$ cat config.mk
export PLATFORM = sky130hd
export DESIGN_NAME = craps_round_ctrl
export DESIGN_NICKNAME = d
export VERILOG_FILES = /design/src/rtl/craps_pkg.sv /design/src/rtl/craps_roll_classify.sv /design/src/rtl/craps_round_ctrl.sv
export SDC_FILE = /design/constraint.sdc
export NUM_CORES = 1
export LEC_CHECK = 0
export ABC_AREA = 1
export ABC_CLOCK_PERIOD_IN_PS = 1900
export CORE_MARGIN = 5
export CORE_UTILIZATION = 51
export DETAILED_ROUTE_END_ITERATION = 8
export MAX_ROUTING_LAYER = met4
export PLACE_DENSITY_LB_ADDON = 0.1
export SYNTH_ARGS = -nofsm -noshare
export SYNTH_HDL_FRONTEND = slang
export SYNTH_SLANG_ARGS = --single-unit
$ cat constraint.sdc
create_clock -name clock -period 1.9 [get_ports clock]
set_input_delay 0.19 -clock clock [delete_from_list [all_inputs] [get_ports clock]]
set_output_delay 0.19 -clock clock [all_outputs]
set_load 0.05 [all_outputs]
$ cat src/rtl/craps_pkg.sv
// Shared encodings for the craps round controller and its roll classifier.
package craps_pkg;

    typedef enum logic [1:0] {
        ST_COME_OUT = 2'd0,
        ST_POINT    = 2'd1,
        ST_WIN      = 2'd2,
        ST_LOSE     = 2'd3
    } state_t;

    localparam int unsigned SUM_TWO    = 2;
    localparam int unsigned SUM_THREE  = 3;
    localparam int unsigned SUM_SEVEN  = 7;
    localparam int unsigned SUM_ELEVEN = 11;
    localparam int unsigned SUM_TWELVE = 12;

endpackage

$ cat src/rtl/craps_roll_classify.sv
// Combinational roll decode: sum, face legality and natural/craps/seven flags.
module craps_roll_classify
    import craps_pkg::*;
#(
    parameter int DIE_W    = 3,
    parameter int MAX_FACE = 6
) (
    input  logic [DIE_W-1:0] die_a,
    input  logic [DIE_W-1:0] die_b,
    output logic [DIE_W:0]   sum,
    output logic             legal,
    output logic             is_seven,
    output logic             is_natural,
    output logic             is_craps
);

    localparam logic [DIE_W-1:0] FACE_MAX = DIE_W'(MAX_FACE);
    localparam logic [DIE_W:0]   S2  = (DIE_W+1)'(SUM_TWO);
    localparam logic [DIE_W:0]   S3  = (DIE_W+1)'(SUM_THREE);
    localparam logic [DIE_W:0]   S7  = (DIE_W+1)'(SUM_SEVEN);
    localparam logic [DIE_W:0]   S11 = (DIE_W+1)'(SUM_ELEVEN);
    localparam logic [DIE_W:0]   S12 = (DIE_W+1)'(SUM_TWELVE);

    logic a_ok;
    logic b_ok;

    assign sum = {1'b0, die_a} + {1'b0, die_b};

    assign a_ok  = (die_a != '0) && (die_a <= FACE_MAX);
    assign b_ok  = (die_b != '0) && (die_b <= FACE_MAX);
    assign legal = a_ok && b_ok;

    assign is_seven   = (sum == S7);
    assign is_natural = (sum == S7) || (sum == S11);
    assign is_craps   = (sum == S2) || (sum == S3) || (sum == S12);

endmodule

$ cat src/rtl/craps_round_ctrl.sv
// Pass-line round controller: accepts rolls, tracks the point, keeps tallies.
module craps_round_ctrl
    import craps_pkg::*;
#(
    parameter int DIE_W    = 3,
    parameter int MAX_FACE = 6,
    parameter int CNT_W    = 8
) (
    input  logic             clock,
    input  logic             reset_n,
    input  logic             clock_en,
    input  logic [DIE_W-1:0] die_a,
    input  logic [DIE_W-1:0] die_b,
    input  logic             roll_valid,
    output logic             roll_ready,
    input  logic             new_game,
    input  logic             clear_stats,
    output logic             D7,
    output logic             D711,
    output logic             D2312,
    output logic [DIE_W:0]   point,
    output logic [1:0]       state,
    output logic             win_pulse,
    output logic             lose_pulse,
    output logic             roll_err,
    output logic [CNT_W-1:0] roll_count,
    output logic [CNT_W-1:0] wins,
    output logic [CNT_W-1:0] losses
);

    state_t           st_q;
    state_t           st_nxt;
    logic [DIE_W:0]   point_nxt;
    logic [DIE_W:0]   sum;
    logic             legal;
    logic             is_seven;
    logic             is_natural;
    logic             is_craps;
    logic             accept;
    logic             good_roll;
    logic             round_over;
    logic             enter_win;
    logic             enter_lose;

    craps_roll_classify #(
        .DIE_W   (DIE_W),
        .MAX_FACE(MAX_FACE)
    ) u_classify (
        .die_a     (die_a),
        .die_b     (die_b),
        .sum       (sum),
        .legal     (legal),
        .is_seven  (is_seven),
        .is_natural(is_natural),
        .is_craps  (is_craps)
    );

    assign round_over = (st_q == ST_WIN) || (st_q == ST_LOSE);
    assign roll_ready = clock_en && !round_over;
    assign accept     = roll_valid && roll_ready;
    assign good_roll  = accept && legal;
    assign state      = st_q;

    always_comb begin
        st_nxt    = st_q;
        point_nxt = point;
        case (st_q)
            ST_COME_OUT: begin
                if (good_roll) begin
                    if (is_natural) begin
                        st_nxt = ST_WIN;
                    end else if (is_craps) begin
                        st_nxt = ST_LOSE;
                    end else begin
                        st_nxt    = ST_POINT;
                        point_nxt = sum;
                    end
                end
            end
            ST_POINT: begin
                if (good_roll) begin
                    if (sum == point) begin
                        st_nxt = ST_WIN;
                    end else if (is_seven) begin
                        st_nxt = ST_LOSE;
                    end
                end
            end
            default: begin
                if (new_game) begin
                    st_nxt    = ST_COME_OUT;
                    point_nxt = '0;
                end
            end
        endcase
    end

    assign enter_win  = !round_over && (st_nxt == ST_WIN);
    assign enter_lose = !round_over && (st_nxt == ST_LOSE);

    always_ff @(posedge clock or negedge reset_n) begin
        if (!reset_n) begin
            st_q       <= ST_COME_OUT;
            point      <= '0;
            D7         <= 1'b0;
            D711       <= 1'b0;
            D2312      <= 1'b0;
            win_pulse  <= 1'b0;
            lose_pulse <= 1'b0;
            roll_err   <= 1'b0;
            roll_count <= '0;
            wins       <= '0;
            losses     <= '0;
        end else if (!clock_en) begin
            win_pulse  <= 1'b0;
            lose_pulse <= 1'b0;
            roll_err   <= 1'b0;
        end else begin
            st_q       <= st_nxt;
            point      <= point_nxt;
            win_pulse  <= enter_win;
            lose_pulse <= enter_lose;
            roll_err   <= accept && !legal;

            if (good_roll) begin
                D7    <= is_seven;
                D711  <= is_natural;
                D2312 <= is_craps;
                if (roll_count != '1) begin
                    roll_count <= roll_count + 1'b1;
                end
            end

            if (round_over && new_game) begin
                roll_count <= '0;
            end

            // Clearing takes priority over a same-cycle tally increment.
            if (clear_stats) begin
                wins   <= '0;
                losses <= '0;
            end else begin
                if (enter_win && (wins != '1)) begin
                    wins <= wins + 1'b1;
                end
                if (enter_lose && (losses != '1)) begin
                    losses <= losses + 1'b1;
                end
            end
        end
    end

endmodule

---- Word level (Yosys, flattened, before mapping) ----
Index checks and enable logic that the tools add are counted.
storage, ports and cells
  bits of input ports ..................... 12
  register bits after elaboration ......... 36
  output and inout bits ................... 37
cells by class
  add/sub/neg operators ................... 4
  mux-type cells .......................... 23
  bitwise logic cells ..................... 1
  order comparisons ....................... 2
  eq/ne operators ......................... 17
  reduce and logical (&&, ||, !) cells .... 31
operators by type and width
  cell                 count
  $mux 8               7
  $add 8x1->8 const B  3
  $ne 8x8->1 const B   3
  $mux 4               4
  $mux 2               7
  $logic_and 1x1->1    12
  $reduce_bool 2->1    5
  $eq 2x2->1 const B   4
  $eq 4x2->1 const B   2
  $eq 4x4->1 const B   2
  $pmux 4 s2           1
  $le 3x3->1 const B   2
  $ne 2x2->1 const B   3
  $reduce_and 2->1     3
  $reduce_and 6->1     1
  $reduce_bool 3->1    2
  $add 3x3->4          1
  $eq 4x3->1 const B   1
  $eq 4x4->1           1
  $logic_or 1x1->1     4
  $pmux 2 s2           1
  $mux 1               3
  $reduce_and 3->1     1
  $eq 2x1->1 const B   1
  other kinds (3)      4

---- Depth between registers and ports, before layout ----
Gate-level depths: netlist (run 1).
  depth in word-level cells ............... 13
  mapped depth ............................ 16
  gate-level depth less buffers ........... 16

---- Cells and area by module ----
Synthesis (run 1) repeated with hierarchy kept, for this count alone.
unflattened totals
  cell total of the unflattened synthesis .. 298
  area, all modules ....................... 2232.1 um2
by module, submodules not included
  module               area an instance (um2)  times used  seq. area each (um2)  cells each
  craps_round_ctrl     2014.4                  1           900.9                 259
  craps_roll_classify  217.7                   1           0.0                   39

---- Worst setup path before layout (run 1) ----
No wires, ideal clock.
  kind .................................... register -> register
  start point ............................. reg st_q[1], in the netlist state[1]
  end point ............................... reg wins[0]
  data required time ...................... 1.781 ns
  setup slack ............................. -0.195 ns
  arrival time ............................ 1.976 ns
  stages on the path, launching flop included .. 13
  path through ............................ dfrtp_1 > inv_2 > nand2_1 > inv_2 > nand2_4 > nor3_2 > nand2_1 > nand2_2 > nor2_2 > nand3_4 > nand2_4 > nand2_1 > nand2_1
between the ends
  longest elaborated chain between the ends .. 13
  elaborated cells between the ends (all ways) .. 20
RTL lines
  item                              RTL line                                        text
  start, declared                   craps_round_ctrl.sv:31                          state_t st_q;
  start signal, assigned            craps_round_ctrl.sv:119                         st_q <= st_nxt;
  $eq 2x2->1                        craps_round_ctrl.sv:58                          assign round_over = (st_q == ST_WIN) || (st_q == ST_LOSE);
  $logic_or 1x1->1 *                craps_round_ctrl.sv:58
  $logic_not 1->1 *                 craps_round_ctrl.sv:59                          assign roll_ready = clock_en && !round_over;
  $logic_and 1x1->1 *               craps_round_ctrl.sv:59
  via roll_ready                    craps_round_ctrl.sv:15                          output logic roll_ready,
  $logic_and 1x1->1 *               craps_round_ctrl.sv:60                          assign accept = roll_valid && roll_ready;
  $logic_and 1x1->1 *               craps_round_ctrl.sv:61                          assign good_roll = accept && legal;
  $mux 2, on equally long branches  craps_round_ctrl.sv:81, craps_round_ctrl.sv:69
  $pmux 2 s2 *                      craps_round_ctrl.sv:67                          case (st_q)
  $eq 2x2->1 *                      craps_round_ctrl.sv:98                          assign enter_win = !round_over && (st_nxt == ST_WIN);
  $logic_and 1x1->1 *               craps_round_ctrl.sv:98
  $logic_and 1x1->1 *               craps_round_ctrl.sv:143                         if (enter_win && (wins != '1)) begin
  $reduce_bool 2->1 (no line) *     --
  $reduce_and 2->1 (no line) *      --
  end signal, assigned              craps_round_ctrl.sv:144                         wins <= wins + 1'b1;
  end, declared                     craps_round_ctrl.sv:27                          output logic [CNT_W-1:0] wins,
Mark *: on every way through the listed nets, which the timed path passes. The rest lies on a longest branch.
A chain may end at the register's enable or synchronous reset.

---- Worst setup path after layout (run 1) ----
  start point ............................. in die_a[0]
  end point ............................... reg wins[6]
between the ends
  longest elaborated chain between the ends .. 13
  elaborated cells between the ends (all ways) .. 27
RTL lines
  item                            RTL line                   text
  start, declared                 craps_round_ctrl.sv:12     input logic [DIE_W-1:0] die_a,
  $add 3x3->4                     craps_roll_classify.sv:27  assign sum = {1'b0, die_a} + {1'b0, die_b};
  $eq 4x2->1                      craps_roll_classify.sv:35  assign is_craps = (sum == S2) || (sum == S3) || (sum == S12);
  $logic_or 1x1->1 (2 in series)  craps_roll_classify.sv:35
  $mux 2                          craps_round_ctrl.sv:72     end else if (is_craps) begin
  $mux 2                          craps_round_ctrl.sv:70     if (is_natural) begin
  $mux 2                          craps_round_ctrl.sv:69     if (good_roll) begin
  $pmux 2 s2 *                    craps_round_ctrl.sv:67
  $eq 2x2->1 *                    craps_round_ctrl.sv:98
  $logic_and 1x1->1 *             craps_round_ctrl.sv:98
  $logic_and 1x1->1 *             craps_round_ctrl.sv:143
  $reduce_bool 2->1 (no line) *   --
  $reduce_and 2->1 (no line) *    --
Mark *: on every way between the ends. The rest lies on a longest branch, timed or not.

==> impl_metrics.tcl, run 1 <==
set metrics [dict create \
    outcome "finished, violations left" \
    violations "setup timing" \
    mappedNetlistNets 313 \
    rsz0062_at_grt "yes" \
    io_pins 49 \
    ys_seq_area_share_pct 40.4 \
    htreeDepth 2 \
    cts.clk_slew.worst_paths_ns 0.08 \
    syn_inst 294 \
    grt_max_degree 37 \
    synth_ff_type "dfrtp_1" \
    cts_sinks 36 \
    cts_buffer_depth 2 \
    clk_latency_ns 0.29 \
    cts-buffers-inserted 5 \
    synth-edff-count 0 \
    pwr-share-comb_pct 55.2 \
    grt_pass1_wl_um 10700 \
    final-hold-violation-count 0 \
    num_vias 2373 \
    yosys_warnings 0 \
    crit_path_start_kind "input port" \
    diodes 0 \
    setup_violations 15 \
    wl_per_cell_um 13.8 \
    worst_setup_path_end_kind "flop" \
    fp-row-count 24 \
    cts-root-buf "clkbuf_8" \
    start_util_pct 52.0 \
    grtUsageTotal_pct 22.6 \
    drv_slew 0 \
    synth-seq-cells 36 \
    drive_gt1_share_pct 28.4 \
    vias_per_cell 5.36 \
    design.core.area_mm2 0.00429 \
    dpl_worst_slack_ns -0.785 \
    grt_overflow 0 \
    fmax_mhz 516 \
    portBuffers 48 \
    cts_tree "built" \
    synth_area_leader_cell "dfrtp_1" \
    power.static_leakage_uw 0.00163 \
    netlist_area_mm2 0.00223 \
    antenna_found_initial 0 \
    drt-pass1-iter-count 4 \
    die_w_um 76.2 \
    p_clk_share_pct 16.5 \
    worstPathArrival_ns 2.17 \
    area_growth_syn_to_layout_pct 51.6 \
    synthArstFlopShare_pct 100 \
    seqPwrFrac_pct 28.3 \
    min_period_over_period_pct 102 \
    dp_hpwl_um 3960 \
    drt_iter0_drc 139 \
    ir_worst_vdd_uv 674 \
    synth_top_area_share_pct 40.4 \
    period_minus_slack_ns 1.94 \
    synth_cell_type_count 34 \
    final_nets 409 \
    switching_power_uw 1930 \
    final_core_util_pct 78.8 \
    worstPathRequired_ns 2.14 \
    ctsHoldBuffers 0 \
    internal_power_uw 2170 \
    slew-limit-headroom_pct 66.2 \
    grt_pass1_vias 2316 \
    p_per_area_mw_per_mm2 1210 \
    dieHeight_um 76.2 \
    total_power_uw 4100 \
    die_area_mm2 0.00580 \
    tightest_slew_ns 0.506 \
    synthTopCellsByCount "nand2_1 (84), dfrtp_1 (36), nand3_1 (34), nor2_1 (33), inv_1 (24)" \
    crit_fanout 7 \
    max_cap_violations 0 \
    swShare_pct 47.1 \
    remaining_drc_errors 0 \
    routed_wl_um 6100 \
    critPathKind "input port to flop" \
    fillers 289 \
    yosysMostFrequentCell "nand2_1" \
    hp-class "input port to asynchronous set/reset pin" \
    ys_top_cells_by_area "dfrtp_1 (40%), nand2_1 (14%), nand3_1 (7.6%)" \
    routabilityCongestion 0.837 \
    finalClockSkew_ns 0.00575 \
    fin_ws_ns -0.0378 \
    antenna_left 0 \
    syn_avg_cell_area_um2 7.59 \
]
cells in the final DEF, fill, tap and decap left out, types with 4 or more instances in the layout:
master and count:
nand2_1 64, nand2_4 6, clkdlybuf4s50_1 39, dfrtp_1 31
o21ai_0 10, xnor2_1 6, inv_1 24, o21a_1 4
buf_4 43, clkbuf_8 5, nand3_1 33, xor2_1 5
nor3b_1 4, nor3_1 5, nor2_1 31, nand2_2 22
dfrtp_2 4, a21oi_1 6
path summary, 6_finish.rpt:
check | start | slack [ns] | to | depth (start not counted)
min reg2reg | D711 | 0.49 | D711 | 1
max in group asynchronous | reset_n | 1.23 | state[1] | 2
max reg2reg | state[1] | -0.02 | losses[5] | 11
min in group clock | die_a[0] | 0.31 | point[0] | 4
min | reset_n | 0.31 | D2312 | 2
max | die_a[0] | -0.04 | wins[6] | 14
timing repair:
action | in CTS | in global routing
gates resized for setup | 32 | 24
endpoints found under the setup margin | 24 | 30
gates cloned | 2 | 0
pin swaps | 21 | 18
setup buffers | 12 | 3
critical path, cell delays in order:
cell	delay (ns)
buf_8	0.10
ha_4	0.15
fa_2	0.57
xnor2_1	0.12
nand2_1	0.09
nor2_2	0.12
nand3_2	0.11
nand2_2	0.11
nand2_4	0.08
nor2_4	0.15
nand3_4	0.13
nand2_4	0.14
nand2_2	0.07
nand2_2	0.05
area by class of cell:
cell class | count | area [µm²] | area share (%)
Multi-Input combinational cell | 230 | 1390 | 41.2
Sequential cell | 36 | 910 | 26.9
Timing Repair Buffer | 90 | 803 | 23.7
Inverter | 27 | 104 | 3.07
Clock buffer | 6 | 72.6 | 2.14
Tap cell | 52 | 65.1 | 1.92
Clock inverter | 2 | 35.0 | 1.04
kinds of logic (layout without fill, tap and decap cells):
family | after synthesis | after routing | share of synthesized area, %
and+or+nand+nor | 180 | 182 | 38.3
DFF | 36 | 36 | 40.4
AOI/OAI and AO/OA | 30 | 30 | 7.74
buffers and inverters | 30 | 125 | 5.04
xor gates and xnor gates | 11 | 11 | 4.32
adders and majority gates | 7 | 7 | 4.26
per-stage QoR:
step	std cells	TNS, ns	area, µm²	hold WS [ns]
after floorplan	294	-1.21	2270	-0.106
after CTS	440	-0.473	3300	0.275
after global placement	418	-17.22	3010	0.478
after detailed placement	418	-18.71	3010	0.483
after global routing	443	-2.38	3380	0.333
final	443	-0.359	3380	0.312
layer usage:
layer | global-route usage, % | share of wire, %
met1 | 27.8 | 42
met2 | 37.0 | 50
met3 | 4.73 | 5.4
met4 | 7.69 | 2.6
met5 | - | 0
power by group through the flow:
stage	Clock (µW)	Combinational [µW]	Sequential, µW
2_1_floorplan	0	654	1830
3_3_place_gp	0	2010	1160
3_5_place_dp	0	2030	1160
4_1_cts	683	2190	1150
5_1_grt	725	2420	1190
6_report	677	2270	1160
state kept, by name (all words and copies together) (netlist names):
signal,flops
state,2
losses,8
win_pulse,1
D711,1
D7,1
roll_err,1
wins,8
D2312,1
lose_pulse,1
roll_count,8
point,4
Note: power is estimated with default switching activity, not from simulation.
==> run 2: changes to the inputs <==
SKIP_CTS_REPAIR_TIMING = 1   (was default)
==> impl_metrics.tcl, run 2 (same netlist as run 1, synthesis figures left out) <==
set metrics [dict create \
    outcome "finished, violations left" \
    violations "setup timing" \
    slowest_delay_ns 0.61 \
    dieHeight_um 76.2 \
    busiest_layer "met2" \
    num_vias 2272 \
    crit_chain "buf_6 > ha_4 > fa_2 > nor2_1 > nand3_1 > nor2_1 > nor2_2 > nand2_1 > a21oi_4 > nand2_8 > nand3_4 > nand2_4 > nand2_2 > nand2_2" \
    area_growth_syn_to_layout_pct 51.1 \
    routed_wl_um 5930 \
    antenna_left 0 \
    cts_buffer_depth 2 \
    layout_common_cells "nand2_1 (69), clkdlybuf4s50_1 (39), buf_4 (34)" \
    slew-limit-headroom_pct 66.4 \
    power.static_leakage_uw 0.00164 \
    io_pins 49 \
    mostFrequentLayoutCell "nand2_1" \
    cts_tree "built" \
    min_period_over_period_pct 107 \
    r2r_slack_ns -0.03 \
    fmax_mhz 490 \
    design.core.area_mm2 0.00429 \
    remaining_drc_errors 0 \
    cts.clk_slew.worst_paths_ns 0.07 \
    min_to "point[0]" \
    ir_worst_vdd_uv 671 \
    drt-pass1-iter-count 4 \
    worstPathArrival_ns 2.23 \
    start_util_pct 52.0 \
    period_minus_slack_ns 2.04 \
    die_w_um 76.2 \
    fin_ws_ns -0.140 \
    dp_hpwl_um 3960 \
    crit_path_start_kind "input port" \
    drive_gt1_share_pct 26.6 \
    fillers 300 \
    grt_max_degree 37 \
    rr_worst_depth 10 \
    routabilityCongestion 0.837 \
    grtUsageMet2_pct 32.8 \
    vias_per_cell 5.22 \
    cts-root-buf "clkbuf_8" \
    p_per_area_mw_per_mm2 1230 \
    crit_slowest_cell "fa_2" \
    clk_latency_ns 0.29 \
    critPathKind "input port to flop" \
    crit_fanout 7 \
    cts_sinks 36 \
    worst_hold_path.num_cells 4 \
    wl_per_cell_um 13.6 \
    die_area_mm2 0.00580 \
    multiInputGateArea_mm2 0.00142 \
    max_cap_violations 0 \
    htreeDepth 2 \
    diodes 0 \
    drv_slew 0 \
    grt_pass1_wl_um 9630 \
    final-hold-violation-count 0 \
    worstPathRequired_ns 2.09 \
    final_nets 401 \
    tightest_slew_ns 0.502 \
    drt_iter0_drc 102 \
    setup_violations 17 \
    design_area_mm2 0.00337 \
    rr_endpoint "wins[6]" \
    r2r_start "wins[0]" \
    hp-class "input port to flop" \
    cts-buffers-inserted 5 \
    layout.area.seq_um2 910 \
    worst_setup_path_end_kind "flop" \
    place_area_mm2 0.00301 \
    hp-start "die_b[0]" \
    rsz0062_at_grt "yes" \
    fp-row-count 24 \
    grtUsageTotal_pct 20.2 \
    met3_usage_pct 3.90 \
    top_regs "losses (8), roll_count (8), wins (8)" \
    hold_ws_ns 0.285 \
    finalClockSkew_ns 0.00507 \
    grt_pass1_vias 2153 \
    grt_overflow 0 \
    portBuffers 48 \
    antenna_found_initial 0 \
    grtUsageMet1_pct 25.5 \
]
## run 2: changes by cell type in the layout (fill, tap and decap cells not counted), moves of 2 or more
cell            change
nand3_2             +2
dlygate4sd2_1       -2
buf_6               +2
dlymetal6s2s_1      +4
nand2_1             +5
nand2_2             -6
nand3_1             -3
buf_4               -9
## run 2: worst max-delay path by stage
stage | from | end | depth (start not counted)
finish | die_a[0] | wins[6] | 14
global route | die_b[0] | wins[6] | 14
CTS | die_a[0] | losses[3] | 14
detailed placement | die_a[0] | losses[3] | 14
global placement | die_a[0] | losses[3] | 14
floorplan | die_a[0] | losses[2] | 13
## run 2: stage by stage
stage	TNS [ns]	cells	worst slack, ns	total power [µW]	util [%]
floorplan	-1.21	294	-0.0877	2480	-
finish	-1.92	435	-0.140	4140	78.5
CTS	-9.79	426	-0.514	3880	72.7
global route	-4.50	435	-0.285	4380	78.5
detailed placement	-18.71	418	-0.785	3190	70.2
global placement	-17.22	418	-0.747	3170	70.2
## run 2: where the power goes
group / leakage (µW) / internal [µW] / switching (µW)
sequential: 0.000472 / 970 / 197
clock: 0.0000552 / 390 / 282
combinational: 0.00112 / 836 / 1470
total: 0.00164 / 2200 / 1950
## run 2: per-layer routing
layer  vias to the layer above  share of wire, %
met5                         -                 0
met4                         0               1.5
met3                        10               3.9
met2                        52                50
met1                      1069                44
li1                       1141                 -
## run 2: area by class of cell
type	count	area share, %
Clock buffer	6	2.15
Clock inverter	2	1.04
Inverter	27	3.08
Multi-Input combinational cell	230	42.1
Sequential cell	36	27.0
Tap cell	52	1.93
Timing Repair Buffer	82	22.7
## run 2: critical path, delay by kind of cell
kind | cells | cell delay (ns)
and+or+nand+nor | 10 | 0.94
adders and majority gates | 2 | 0.76
AOI/OAI and AO/OA | 1 | 0.22
buffers and inverters | 1 | 0.10
==> run 3: changes to the inputs <==
CTS_CLUSTER_SIZE = 10   (was default)
==> results of run 3 <==
The final DEF is identical to that of run 2; final timing and power are the same.
